File: src/rtl/serial_sub.sv
// Bit-serial two's-complement subtractor: a - b computed LSB-first as a + ~b + 1
// through one full-adder slice with a registered carry, launched by start/done.
module serial_sub #(
    parameter int unsigned WIDTH = 8
) (
    input  logic             clk,
    input  logic             rst,
    input  logic             start,
    input  logic [WIDTH-1:0] a,
    input  logic [WIDTH-1:0] b,
    output logic             busy,
    output logic             done,
    output logic [WIDTH-1:0] diff,
    output logic             borrow,
    output logic             overflow
);

    localparam int unsigned CW = (WIDTH > 1) ? $clog2(WIDTH) : 1;
    localparam logic [CW-1:0] LAST_BIT = CW'(WIDTH - 1);

    localparam logic [1:0] S_IDLE = 2'd0;
    localparam logic [1:0] S_RUN  = 2'd1;
    localparam logic [1:0] S_DONE = 2'd2;

    logic [1:0]       state_q,  state_d;
    logic [WIDTH-1:0] ar_q,     ar_d;
    logic [WIDTH-1:0] br_q,     br_d;
    logic [WIDTH-1:0] sr_q,     sr_d;
    logic             carry_q,  carry_d;
    logic [CW-1:0]    cnt_q,    cnt_d;
    logic [WIDTH-1:0] diff_q,   diff_d;
    logic             borrow_q, borrow_d;
    logic             ovf_q,    ovf_d;

    logic sum_bit;
    logic carry_out;

    assign sum_bit   = ar_q[0] ^ br_q[0] ^ carry_q;
    assign carry_out = (ar_q[0] & br_q[0]) | (ar_q[0] & carry_q) | (br_q[0] & carry_q);

    always_comb begin
        state_d  = state_q;
        ar_d     = ar_q;
        br_d     = br_q;
        sr_d     = sr_q;
        carry_d  = carry_q;
        cnt_d    = cnt_q;
        diff_d   = diff_q;
        borrow_d = borrow_q;
        ovf_d    = ovf_q;

        case (state_q)
            S_IDLE, S_DONE: begin
                if (start) begin
                    ar_d    = a;
                    br_d    = ~b;
                    sr_d    = '0;
                    carry_d = 1'b1;
                    cnt_d   = '0;
                    state_d = S_RUN;
                end else begin
                    state_d = S_IDLE;
                end
            end
            S_RUN: begin
                ar_d             = ar_q >> 1;
                br_d             = br_q >> 1;
                sr_d             = sr_q >> 1;
                sr_d[WIDTH-1]    = sum_bit;
                carry_d          = carry_out;
                cnt_d            = cnt_q + CW'(1);
                // carry_q here is the carry into the MSB, needed for signed overflow
                if (cnt_q == LAST_BIT) begin
                    diff_d   = sr_d;
                    borrow_d = ~carry_out;
                    ovf_d    = carry_q ^ carry_out;
                    state_d  = S_DONE;
                end
            end
            default: state_d = S_IDLE;
        endcase
    end

    always_ff @(posedge clk) begin
        if (rst) begin
            state_q  <= S_IDLE;
            ar_q     <= '0;
            br_q     <= '0;
            sr_q     <= '0;
            carry_q  <= 1'b0;
            cnt_q    <= '0;
            diff_q   <= '0;
            borrow_q <= 1'b0;
            ovf_q    <= 1'b0;
        end else begin
            state_q  <= state_d;
            ar_q     <= ar_d;
            br_q     <= br_d;
            sr_q     <= sr_d;
            carry_q  <= carry_d;
            cnt_q    <= cnt_d;
            diff_q   <= diff_d;
            borrow_q <= borrow_d;
            ovf_q    <= ovf_d;
        end
    end

    assign busy     = (state_q == S_RUN);
    assign done     = (state_q == S_DONE);
    assign diff     = diff_q;
    assign borrow   = borrow_q;
    assign overflow = ovf_q;

endmodule

File: config.mk
export PLATFORM = sky130hd
export DESIGN_NAME = serial_sub
export DESIGN_NICKNAME = d
export VERILOG_FILES = /design/src/rtl/serial_sub.sv
export SDC_FILE = /design/constraint.sdc
export NUM_CORES = 1
export LEC_CHECK = 0
export ABC_AREA = 1
export CAP_MARGIN = 25
export CORE_MARGIN = 2
export CORE_UTILIZATION = 55
export DETAILED_ROUTE_END_ITERATION = 10
export PLACE_DENSITY = 0.82
export SYNTH_ARGS = -nofsm -noshare
export SYNTH_HDL_FRONTEND = slang
export SYNTH_SLANG_ARGS = --single-unit
File: constraint.sdc
create_clock -name clk -period 2.85 [get_ports clk]
set_input_delay 0.855 -clock clk [delete_from_list [all_inputs] [get_ports clk]]
set_output_delay 0.855 -clock clk [all_outputs]
set_load 0.01 [all_outputs]
== Word level (Yosys, flattened, before mapping) ==
Cells that the tools add are included.

* Bitwise operators: 10
* Equal/unequal tests: 5
* Reductions and logical operators: 5
* Multiplexer cells: 13
* Add/subtract/negate cells: 1

{| class="wikitable"
|+ Operator list
! operator !! number
|-
| $pmux W8 S2 || 3
|-
| $mux W8 || 3
|-
| $not A8 Y8 || 1
|-
| $pmux W3 S2 || 1
|-
| $pmux W2 S2 || 1
|-
| $reduce_and A2 Y1 || 2
|-
| $add A3 B1 Y3 const B || 1
|-
| $and A1 B1 Y1 || 3
|-
| $eq A3 B3 Y1 const B || 1
|-
| $mux W3 || 1
|-
| $xor A1 B1 Y1 || 3
|-
| $eq A2 B1 Y1 const B || 1
|-
| $eq A2 B2 Y1 const B || 1
|-
| $logic_not A2 Y1 || 1
|-
| $mux W1 || 2
|-
| $mux W2 || 1
|-
| $ne A2 B1 Y1 const B || 1
|-
| $ne A2 B2 Y1 const B || 1
|-
| $or A1 B1 Y1 || 2
|-
| $pmux W1 S2 || 1
|-
| $reduce_bool A2 Y1 || 1
|-
| $reduce_or A2 Y1 || 1
|-
| $not A1 Y1 || 1
|}

* Word-level logic and storage cells: 43
* Input port bits: 19
* Flip-flop bits (word level): 40
* Output and inout port bits: 12

== Longest topological paths before layout ==
* Depth after elaboration: 4
* Gate-level depth with buffers: 7
* Depth with buffers taken out: 6

== Worst setup path after synthesis ==
OpenSTA, ideal clock, no wires.

* Path kind: register to output
* Start: register state_q[0]
* End: output port busy
* Cell stages (with the launch flop): 6
* Slack: 1.191 ns
* Data arrival time: 0.804 ns
* Path buffers: 3
* Required time: 1.995 ns
* Cells stage by stage: dfxtp_1 -> buf_6 -> inv_4 -> nor2_4 -> buf_6 -> buf_12

* Cells in the longest elaborated chain, start to end: 1

{| class="wikitable"
|+ Ends and longest elaborated chain
! element !! RTL line !! RTL
|-
| start, declared || 25 || <nowiki>logic [1:0] state_q, state_d;</nowiki>
|-
| start signal, assigned || 96 || <nowiki>state_q <= state_d;</nowiki>
|-
| $eq A2 B1 Y1 || 108 || <nowiki>assign busy = (state_q == S_RUN);</nowiki>
|-
| end, declared || 11 || <nowiki>output logic busy,</nowiki>
|}

No other way between the ends.

== Worst setup path after layout ==
* Start: register state_q[0]
* End: output port done

* Cells in the longest elaborated chain, start to end: 1

{| class="wikitable"
|+ Ends and longest elaborated chain
! element !! RTL line !! RTL
|-
| $eq A2 B2 Y1 || 109 || <nowiki>assign done = (state_q == S_DONE);</nowiki>
|-
| end, declared || 12 || <nowiki>output logic done,</nowiki>
|}

No other way between the ends.

==> flow_summary.json <==
{
  "path_clk_slew_ps": 120,
  "crit_type": "register to primary output",
  "relSlewSlack": 0.509,
  "cp_max_fo": 11,
  "ant_nets": 0,
  "max_freq_ghz": 0.396,
  "synth_seq_cells": 39,
  "max_stage_delay_ps": 530,
  "final_cells": 338,
  "required_ps": 2000,
  "io_pins": 31,
  "antenna_found_initial": 0,
  "cts-root-buf": "clkbuf_4",
  "dieHeight_um": 61.9,
  "synth.net_count": 288,
  "drt_iter0_drc": 122,
  "htreeDepth": 2,
  "rsz0062_at_grt": "false",
  "n_antenna_cell": 0,
  "grt.overflow.total": 0,
  "grt_max_degree": 43,
  "netlist_instances": 266,
  "drv_slew": 0,
  "cts.repair.resized": 0,
  "setup_viol": 0,
  "totalNegativeSetupSlack_ps": 0,
  "leakage_uw": 0.00104,
  "finalHoldViolCount": 0,
  "wire_per_inst_um": 11.0,
  "arrival_ps": 1670,
  "dp_cells": 330,
  "drtPass1Iterations": 4,
  "cts_buffers": 5,
  "cts_tree": "yes",
  "area_delta_synth_final_pct": 18.6,
  "die_x_um": 61.9,
  "drive_above_1_share": 0.0685,
  "pwr_density_cell_mw_per_mm2": 504,
  "yosys.area.top_type": "dfxtp_1",
  "syn_area_per_cell_sq_um": 6.94,
  "yosys.area.top_type_share": 0.423,
  "endpoint_kind": "primary output",
  "vias_per_cell": 4.94,
  "path_cells": "buf_4 > nor2_1 > clkdlybuf4s50_1",
  "cts.hold.buffers_added": 0,
  "core_sq_mm": 0.00328,
  "cts_max_path_buffers": 2,
  "portBuffers": 30,
  "start_util": 0.562,
  "vias": 1670,
  "grt.total_usage": 0.210,
  "cp_slowest_cell": "dfxtp_1",
  "finalWirelength_um": 3710,
  "post-cts-setup-buffers": 0,
  "clk_latency_ps": 360,
  "ys_warn_count": 0,
  "grt_pass1_wl_um": 5910,
  "period_share": 0.887,
  "row_count": 21,
  "synth_area_leaders": "dfxtp_1, nand3_1, nand2_1",
  "status": "finished, final reports clean",
  "worstMarginPinSlew_ps": 734,
  "drv_cap": 0,
  "layout_commonest_cell": "nand2_1",
  "peakVddDrop_mv": 0.426,
  "fin_nets": 313,
  "dpl.hpwl_um": 2440,
  "dieArea_sq_mm": 0.00383,
  "netlist_area_sq_mm": 0.00185,
  "ff_latch_area_sq_um": 781,
  "drc": 0,
  "first_global_vias": 1431,
  "fin_crit_ps": 2530,
  "cp-start-kind": "register",
  "synth_cell_types": 22,
  "seq_area_frac_synth": 0.423,
  "layout_common_cells": "nand2_1, nand3_1, dfxtp_1",
  "cts.sinks": 39,
  "skew_ps": 12.4,
  "hold_path.class": "register to register",
  "hold_slack_ps": 473,
  "place.gp.congestion": 0.808,
  "n_fill_cell": 306,
  "multi_input_area_sq_um": 798
}
## where the power goes
group	internal, uW	leakage [uW]	switching (uW)
Clock	145	0.0000386	180
Sequential	575	0.000319	13.6
Combinational	79.7	0.000678	110
## worst max-delay path: cells and delay by family (launching register included)
family | cells | cell delay [ps]
buffers and inverters | 2 | 720
flip-flops | 1 | 530
AND/OR/NAND/NOR | 1 | 60
## Yosys cell counts (all sizes together)
| master | count |
|---|---|
| nand3 | 49 |
| dfxtp | 39 |
| nand2 | 66 |
| ha | 2 |
| nor2 | 27 |
| o21ai | 4 |
| clkbuf | 1 |
| inv | 39 |
| fa | 1 |
| buf | 15 |
| a21oi | 14 |
| xnor2 | 1 |
| clkinv | 1 |
| nor3 | 7 |
## registers in the layout (all words and copies together) (netlist names)
| signal | flops |
|---|---|
| ar_q | 8 |
| borrow | 1 |
| br_q | 8 |
| carry_q | 1 |
| cnt_q | 3 |
| diff | 8 |
| overflow | 1 |
| sr_q | 7 |
| state_q | 2 |
## kinds of logic (layout without fill, tap and decap cells)
logic type | after synthesis | after routing | share of synthesized area
AOI/OAI and AO/OA | 18 | 18 | 0.0529
xor gates and xnor gates | 1 | 1 | 0.00475
adders and majority gates | 3 | 3 | 0.0244
buffers and inverters | 56 | 82 | 0.144
DFF | 39 | 39 | 0.423
and+or+nand+nor | 149 | 149 | 0.351
## per-layer routing
layer	routed length [um]	track usage
met1	1650	0.248
met4	56	0.0942
met2	1750	0.350
met5	0	0
met3	254	0.0663
## stage by stage
stage / total power (uW) / util / setup WS, ps / instance area [sq um]
floorplan: 746 / - / 1190 / 1850
global placement: 786 / 0.645 / 550 / 2120
detailed placement: 790 / 0.645 / 536 / 2120
CTS: 1110 / 0.666 / 314 / 2190
global route: 1170 / 0.666 / 220 / 2190
finish: 1100 / 0.666 / 322 / 2190
## final cells by class
type / count / area share
Sequential cell: 39 / 0.357
Tap cell: 46 / 0.0263
Timing Repair Buffer: 34 / 0.151
Inverter: 40 / 0.0698
Multi-Input combinational cell: 171 / 0.365
Clock buffer: 8 / 0.0314
## worst paths after layout
kind                           start                    end  slack, ps  cells after the start
max          state_q[0]$_SDFFE_PP0P_                   done        320                      3
min            cnt_q[0]$_SDFFE_PP0P_  cnt_q[0]$_SDFFE_PP0P_        470                      1
max reg2reg  state_q[0]$_SDFFE_PP0P_   carry_q$_SDFFE_PP0P_       1170                      5
min reg2reg    cnt_q[0]$_SDFFE_PP0P_  cnt_q[0]$_SDFFE_PP0P_        470                      1
No activity file was read; power rests on OpenSTA's default activity.
